File: config.mk
export PLATFORM = sky130hd
export DESIGN_NAME = bcd_down_counter
export DESIGN_NICKNAME = d
export VERILOG_FILES = /design/src/rtl/bcd_down_counter.sv
export SDC_FILE = /design/constraint.sdc
export NUM_CORES = 1
export LEC_CHECK = 0
export CAP_MARGIN = 5
export CELL_PAD_IN_SITES_DETAIL_PLACEMENT = 0
export CELL_PAD_IN_SITES_GLOBAL_PLACEMENT = 2
export CORE_ASPECT_RATIO = 1.25
export CORE_MARGIN = 2
export CORE_UTILIZATION = 25
export DETAILED_ROUTE_END_ITERATION = 10
export HOLD_SLACK_MARGIN = 0.03
export PLACE_DENSITY = 0.73
export SLEW_MARGIN = 10
export SYNTH_ARGS = -nofsm -noshare
export SYNTH_HDL_FRONTEND = slang
export SYNTH_SLANG_ARGS = --single-unit
File: constraint.sdc
create_clock -name CLK -period 2.2 [get_ports CLK]
set_clock_uncertainty 0.15 [all_clocks]
set_input_delay 0.44 -clock CLK [delete_from_list [all_inputs] [get_ports CLK]]
set_output_delay 0.44 -clock CLK [all_outputs]
set_load 0.02 [all_outputs]
File: src/rtl/bcd_down_counter.sv
// bcd_down_counter: cascadable synchronous BCD down counter with parallel
// load, two count enables (EP parallel, ET trickle), ripple borrow out and
// zero flag. Asynchronous clear; clear release is resynchronised to CLK.
module bcd_down_counter #(
   parameter int DIGITS = 2
) (
   input  logic                  CLK,
   input  logic                  _RD,
   input  logic                  _LD,
   input  logic                  EP,
   input  logic                  ET,
   input  logic [4*DIGITS-1:0]   D,
   output logic [4*DIGITS-1:0]   Q,
   output logic                  B,
   output logic                  Z
);

   localparam int W = 4 * DIGITS;

   // Reject unsupported decade counts at elaboration time.
   generate
      if ((DIGITS < 1) || (DIGITS > 4)) begin : g_bad_digits
         $error("bcd_down_counter: DIGITS must be in 1..4");
      end
   endgenerate

   // Next value of one stepping decade: 0 wraps to 9, invalid codes
   // (10..15) are forced to 9, anything else decrements.
   function automatic logic [3:0] digit_dec(input logic [3:0] d);
      logic [3:0] r;
      if ((d == 4'd0) || (d > 4'd9)) begin
         r = 4'd9;
      end else begin
         r = d - 4'd1;
      end
      return r;
   endfunction

   logic [1:0]   rst_sync_r;
   logic         run_s;
   logic [W-1:0] q_dec_s;
   logic         step_s;

   // Two-flop release synchroniser; cleared asynchronously by _RD.
   always_ff @(posedge CLK or negedge _RD) begin
      if (!_RD) begin
         rst_sync_r <= 2'b00;
      end else begin
         rst_sync_r <= {rst_sync_r[0], 1'b1};
      end
   end

   // Operations are allowed from the second edge after _RD rises onward.
   assign run_s = |rst_sync_r;

   // Decimal decrement with digit-wise borrow; only a true 0 borrows.
   always_comb begin
      q_dec_s = Q;
      step_s  = 1'b1;
      for (int k = 0; k < DIGITS; k++) begin
         if (step_s) begin
            q_dec_s[4*k +: 4] = digit_dec(Q[4*k +: 4]);
         end else begin
            q_dec_s[4*k +: 4] = Q[4*k +: 4];
         end
         step_s = step_s & (Q[4*k +: 4] == 4'd0);
      end
   end

   // Count register: clear, then load, then count, then hold.
   always_ff @(posedge CLK or negedge _RD) begin
      if (!_RD) begin
         Q <= {W{1'b0}};
      end else if (run_s) begin
         if (!_LD) begin
            Q <= D;
         end else if (EP && ET) begin
            Q <= q_dec_s;
         end else begin
            Q <= Q;
         end
      end else begin
         Q <= Q;
      end
   end

   // Zero flag and trickle-gated borrow out for cascading.
   always_comb begin
      Z = (Q == {W{1'b0}});
      B = ET & Z;
   end

endmodule
==> summary.md, run 1 <==
| Metric | Value |
|---|---|
| Psw | `343 µW` |
| First-pass DRT Iterations | `4` |
| Sequential share of power | `26.4%` |
| Initial antenna violation count | `0` |
| Most common cell after layout, fill and taps aside | `buf_4` |
| Worst EP required | `1.61 ns` |
| Post-route ant nets | `0` |
| Wire per inst | `12.4 µm` |
| Period Utilization, post-route | `105%` |
| Initial Util | `26.3%` |
| Antenna diode instance count | `0` |
| Num rows | `21` |
| Pwr dens | `788 nW/µm²` |
| Port Buffers | `22` |
| CP Data Arrival Time | `1.72 ns` |
| Final min period | `2.31 ns` |
| Final worst-path setup slack | `-0.111 ns` |
| Boundary Pins | `23` |
| Yosys warns | `0` |
| Max-Cap Viols | `0` |
| Yosys cell types | `32` |
| Mapped Area | `711 µm²` |
| First-pass GRT wire length | `3300 µm` |
| FF+latch area | `253 µm²` |
| CP Launch Type | `flop` |
| Proportion of layout cells with a drive suffix above 1 | `31.7%` |
| Core box area | `2710 µm²` |
| DRT iter0 DRCs | `6` |
| Vias | `744` |
| Root Buffer | `clkbuf_4` |
| Outcome | `finished with violations` |
| Clock group share of total power | `17.5%` |
| Sequential fraction of the synthesis area | `35.2%` |
| Mean post-synth cell area | `9.00 µm²` |
| Cells after synthesis | `79` |
| Hold Vio Cnt, Final | `0` |
| Area taken by multi-input logic gates | `452 µm²` |
| Vias in the first global route | `788` |
| H-tree levels | `1` |
| CP Max Fanout | `2` |
| Vias per Instance | `4.65` |
| Clk Latency, worst-skew pair | `0.26 ns` |
| Clk pin slew, worst setup/hold paths | `0.07 ns` |
| Die footprint | `3290 µm²` |
| Total grt overflow | `0` |
| Area delta synth->final | `69.5%` |
| Worst Hold Class | `flop to flop` |
| Chip width | `51.7 µm` |
| Final setup TNS | `-0.195 ns` |
| Clock Sinks | `10` |
| Leakage Power | `0.000537 µW` |
| Post-synthesis register bit count | `10` |
| Slew Limit Fails | `0` |
| CTS buffer count | `3` |
| Pre-CTS WS | `-0.326 ns` |
| FMAX | `433 MHz` |
| Final setup viols | `2` |
| Die height | `63.6 µm` |
| Filler Cells Inserted | `274` |
| Placer Congestion | `0.729` |
| Sw frac | `36.1%` |
| DPL Wire Length | `1550 µm` |
| Critical path capture point type | `primary output` |
| Combinational share of power | `56.1%` |
| Internal Power | `606 µW` |
| Largest net degree at the start of global routing | `21` |
| DRT Wirelength | `1980 µm` |
| GRT Util Overall | `13.0%` |
| Longest Clk Path Bufs | `2` |
| RSZ-0062 raised after global routing | `true` |
| DRC violations left | `0` |
| Critical path type | `flop to primary output` |
| VDD IR max | `0.000375 V` |
| CTS tree | `built` |
| Syn nets | `98` |
| Most frequent cells in the layout | `buf_4 (23), clkdlybuf4s50_1 (20), dfrtp_1 (8), nor2_1 (8)` |
| Final-stage net count | `146` |
| Failing checks | `negative setup slack` |
==> synthesized netlist by cell type (all sizes together) <==
cell type	instances	area (µm²)
a211oi	1	20.0
a21boi	1	7.51
a21oi	4	20.0
a2bb2oi	1	8.76
a311oi	1	8.76
a31oi	3	18.8
a41o	1	10.0
and2	1	6.26
and3	2	12.5
buf	1	5.00
clkbuf	1	3.75
conb	1	3.75
dfrtp	10	250
ha	6	75.1
inv	7	26.3
mux2	1	11.3
nand2	1	3.75
nand2b	4	25.0
nand3	2	10.0
nand3b	2	15.0
nor2	8	30.0
nor2b	3	18.8
nor3	1	5.00
nor3b	2	15.0
nor4b	1	8.76
o21ai	4	20.0
o21ba	1	10.0
o22ai	4	25.0
o32ai	2	17.5
or2b	1	7.51
or3b	1	11.3
==> cells by family after synthesis <==
kind of cell	synth area share, %
AOI/OAI and AO/OA	23.4
buffers and inverters	4.93
other	0.528
muxes	1.58
DFF	35.2
and+or+nand+nor	23.8
adders and majority gates	10.6
==> per-stage QoR <==
| stage | area [µm²] | utilization [%] | hold slack [ns] | power, µW | cells |
|---|---|---|---|---|---|
| floorplan | 739 | - | -0.00559 | 511 | 79 |
| detailed placement | 1130 | 41.7 | 0.221 | 768 | 151 |
| finish | 1200 | 44.5 | 0.231 | 949 | 160 |
| global placement | 1130 | 41.7 | 0.211 | 766 | 151 |
| global route | 1200 | 44.5 | 0.252 | 1020 | 160 |
| CTS | 1190 | 44.0 | 0.236 | 947 | 158 |
==> flip-flops by register name, summed over array words and instances, names as in the netlist <==
register / count
Q: 8
rst_sync_r: 2
==> repair_timing <==
action / CTS / global route
setup endpoints to repair: 2 / 2
setup buffers: 3 / 2
hold buffers: 0 / 0
pin swaps: 2 / 0
resized for setup: 12 / 0
==> metal layers <==
metal,track usage (%),routed length (µm),share of wire (%),vias up
met3,2.13,96,4.9,4
met5,0,0,0,-
met1,14.0,826,42,338
met2,24.4,1030,52,24
li1,-,-,-,378
met4,4.93,23,1.2,0
==> worst paths after layout <==
path	to	cells after the start	start	slack (ns)
max in group asynchronous	Q[1]	1	_RD	1.21
max reg2reg	Q[4]	7	Q[1]	0.19
max	B	6	Q[1]	-0.11
min	rst_sync_r[1]	0	rst_sync_r[0]	0.23
min in group asynchronous	Q[5]	1	_RD	0.35
min reg2reg	rst_sync_r[1]	0	rst_sync_r[0]	0.23
==> layout make-up <==
| type | instances | share of cell area, % |
|---|---|---|
| Timing Repair Buffer | 45 | 32.8 |
| Inverter | 7 | 2.18 |
| Clock buffer | 4 | 3.01 |
| Sequential cell | 10 | 21.0 |
| Multi-Input combinational cell | 60 | 37.5 |
| Tap cell | 34 | 3.53 |
==> power groups by stage <==
stage	clock, µW	sequential, µW	combinational (µW)
floorplan	0	324	187
detailed placement	0	254	514
global placement	0	252	513
CTS	170	250	527
finish	166	251	532
global route	179	255	586
==> worst max-delay path: stages, from the launching register on <==
cell and delay [ns]:
dfrtp_2 0.41, inv_2 0.08, ha_4 0.13, or3b_4 0.39
nor3b_4 0.19, and2_4 0.16, buf_6 0.10
Power figures use the tool's default switching activity.
==> run 2: changes to the inputs <==
--- a/config.mk
+++ b/config.mk
@@ -12,4 +12,5 @@
 export CORE_MARGIN = 2
 export CORE_UTILIZATION = 25
+export CTS_CLUSTER_DIAMETER = 120
 export DETAILED_ROUTE_END_ITERATION = 10
 export HOLD_SLACK_MARGIN = 0.03
==> constraint.sdc (replaced) <==
create_clock -name CLK -period 2.2 [get_ports CLK]
set_clock_uncertainty 0.15 [all_clocks]
set_input_delay 0.33 -clock CLK [delete_from_list [all_inputs] [get_ports CLK]]
set_output_delay 0.33 -clock CLK [all_outputs]
set_load 0.02 [all_outputs]
==> run 2 against run 1 <==
The run still ends with negative setup slack left. Register-to-register slack barely moved. Largest cell class unchanged. Sequential power barely moved. Sequential share of layout area rose by 0.38 points. Core utilization fell by 0.79 points. Maximum frequency rose by 2.7%. Count of clock-buffer cells in the layout did not move. Global-route usage fell by 0.65 points. Combinational power barely moved. Critical path depth did not move. Worst setup slack improved by 0.061 ns. Critical endpoint unchanged. Power fell by 0.41%.
==> summary.md, run 2 (same netlist as run 1, synthesis figures left out) <==
| Metric | Value |
|---|---|
| First-pass DRT Iterations | `4 (unchanged)` |
| Initial antenna violation count | `0 (unchanged)` |
| Crit-path slowest cell | `dfrtp_2` |
| H-tree levels | `1 (unchanged)` |
| RSZ-0062 raised after global routing | `true` |
| Leakage Power | `0.000527 µW (-2.0%)` |
| Longest Clk Path Bufs | `2 (unchanged)` |
| Wire per inst | `12.3 µm (-0.12%)` |
| Outcome | `finished with violations` |
| CP Data Arrival Time | `1.77 ns (+0.05 ns)` |
| Port Buffers | `22 (unchanged)` |
| DRC violations left | `0 (unchanged)` |
| Failing checks | `negative setup slack` |
| Max-Cap Viols | `0 (unchanged)` |
| Final-stage net count | `144 (-1.4%)` |
| Sw frac | `36.2% (about the same)` |
| DPL Wire Length | `1490 µm (-3.7%)` |
| Num rows | `21 (unchanged)` |
| Period Utilization, post-route | `102% (-2.8 points)` |
| DRT Wirelength | `1950 µm (-1.4%)` |
| Boundary Pins | `23 (unchanged)` |
| Core box area | `2710 µm² (unchanged)` |
| Max reg flops | `8 (unchanged)` |
| Clock group share of total power | `17.4% (about the same)` |
| CTS buffer count | `3 (unchanged)` |
| Chip width | `51.7 µm (unchanged)` |
| Most common cell after layout, fill and taps aside | `buf_4` |
| CP Max Fanout | `2 (unchanged)` |
| Worst Hold Class | `primary input to async pin` |
| Vias per Instance | `4.70 (+1.1%)` |
| Critical path capture point type | `primary output` |
| Vias | `743 (-0.13%)` |
| Root Buffer | `clkbuf_4` |
| Sequential share of power | `26.5% (about the same)` |
| CTS Hold Buffers Added | `0 (unchanged)` |
| Critical path type | `flop to primary output` |
| Die height | `63.6 µm (unchanged)` |
| Final worst-path setup slack | `-0.0498 ns (+0.0615 ns)` |
| Psw | `342 µW (-0.36%)` |
| Largest Register | `Q` |
| Most frequent cells in the layout | `buf_4 (21), clkdlybuf4s50_1 (20), dfrtp_1 (8), nor2_1 (8)` |
| DRT iter0 DRCs | `15 (+9)` |
| Antenna diode instance count | `0 (unchanged)` |
| CTS tree | `built` |
| Hold Vio Cnt, Final | `0 (unchanged)` |
| Largest net degree at the start of global routing | `21 (unchanged)` |
| Clock Sinks | `10 (unchanged)` |
| Worst EP required | `1.72 ns (+0.11 ns)` |
| GRT Util Overall | `12.3% (-0.65 points)` |
| FMAX | `444 MHz (+2.7%)` |
| Slew Limit Fails | `0 (unchanged)` |
| Final setup viols | `1 (-1)` |
| Final setup TNS | `-0.0498 ns (+0.145 ns)` |
| Total grt overflow | `0 (unchanged)` |
| Final Hold Slack | `0.227 ns (-0.00392 ns)` |
| Initial Util | `26.3% (unchanged)` |
| Proportion of layout cells with a drive suffix above 1 | `30.6% (-1.1 points)` |
| Die footprint | `3290 µm² (unchanged)` |
| Regs by FF count | `Q x8, rst_sync_r x2` |
| Post-route ant nets | `0 (unchanged)` |
| Vias in the first global route | `721 (-8.5%)` |
| Clk Latency, worst-skew pair | `0.27 ns (about the same)` |
| Clk pin slew, worst setup/hold paths | `0.07 ns (about the same)` |
| CP max stage delay | `0.40 ns (about the same)` |
| Placer Congestion | `0.722 (-0.92%)` |
| Combinational share of power | `56.1% (about the same)` |
| CP Launch Type | `flop` |
| Pre-CTS WS | `-0.286 ns (+0.0408 ns)` |
| VDD IR max | `0.000444 V (+19%)` |
| Area delta synth->final | `66.5%` |
| Final min period | `2.25 ns (-0.0615 ns)` |
| Internal Power | `603 µW (-0.44%)` |
| First-pass GRT wire length | `3110 µm (-5.7%)` |
| Cells along the critical path | `inv_2, ha_4, or3b_4, nor3b_4, and2_4, buf_6` |
| Pwr dens | `798 nW/µm² (+1.4%)` |
## run 2: cell types whose count changed in the layout (fill, tap and decap cells not counted)
cell   change
buf_4      -2
buf_2      +1
buf_6      -1
## run 2: worst max-delay path, delay by kind of cell, from the launching register on
family / cells / cell delay, ns
buf+inv: 2 / 0.19
flops: 1 / 0.40
fa+ha+maj: 1 / 0.14
simple gates: 3 / 0.78
## run 2: path summary, 6_finish.rpt
check	startpoint	end	slack, ns	cells past startpoint
worst max-delay path	Q[1]	B	-0.05	6
worst min-delay path	_RD	Q[2]	0.23	1
worst max register to register	Q[1]	Q[7]	0.18	7
worst min register to register	rst_sync_r[0]	rst_sync_r[1]	0.23	0
min in group CLK	rst_sync_r[0]	rst_sync_r[1]	0.23	0
max in group asynchronous	_RD	Q[0]	1.32	1
## run 2: per-layer routing
metal  routed length, µm  global-route usage, %  part of all wire (%)  up-vias
met5                   0                      0                     0        -
met4                  24                   4.93                   1.2        0
met3                  97                   1.90                   5.0        4
met2                1040                   22.0                    53       24
met1                 788                   14.3                    40      344
li1                    -                      -                     -      371
## run 2: layout make-up
| type | instances | area (µm²) |
|---|---|---|
| Inverter | 7 | 26.3 |
| Tap cell | 34 | 42.5 |
| Sequential cell | 10 | 253 |
| Multi-Input combinational cell | 60 | 452 |
| Timing Repair Buffer | 43 | 374 |
| Fill cell | 274 | 1520 |
| Clock buffer | 4 | 36.3 |
## run 2: power by group through the flow
stage	clock [µW]	combinational [µW]	sequential (µW)
final	164	530	251
after global routing	177	577	253
after CTS	172	514	252
after detailed placement	0	499	253
after global placement	0	502	251
after floorplan	0	181	323
## run 2: timing repair
action | CTS | global route
buffers inserted | 1 | 3
setup endpoints to repair | 2 | 2
pin swaps | 3 | 1
hold endpoints to repair | 0 | 0
gates resized for setup | 14 | 0
## run 2: through the flow
stage / utilization, % / total power, µW / instance area [µm²] / std cells
2_1_floorplan: - / 504 / 727 / 79
3_3_place_gp: 41.0 / 754 / 1110 / 150
3_5_place_dp: 41.0 / 752 / 1110 / 150
4_1_cts: 42.9 / 938 / 1160 / 155
5_1_grt: 43.7 / 1010 / 1180 / 158
6_report: 43.7 / 945 / 1180 / 158
==> run 3: changes to the inputs <==
Settings changed: CAP_MARGIN 5 to default.
==> results of run 3 <==
No change in the layout: final DEF, timing and power equal those of run 2.
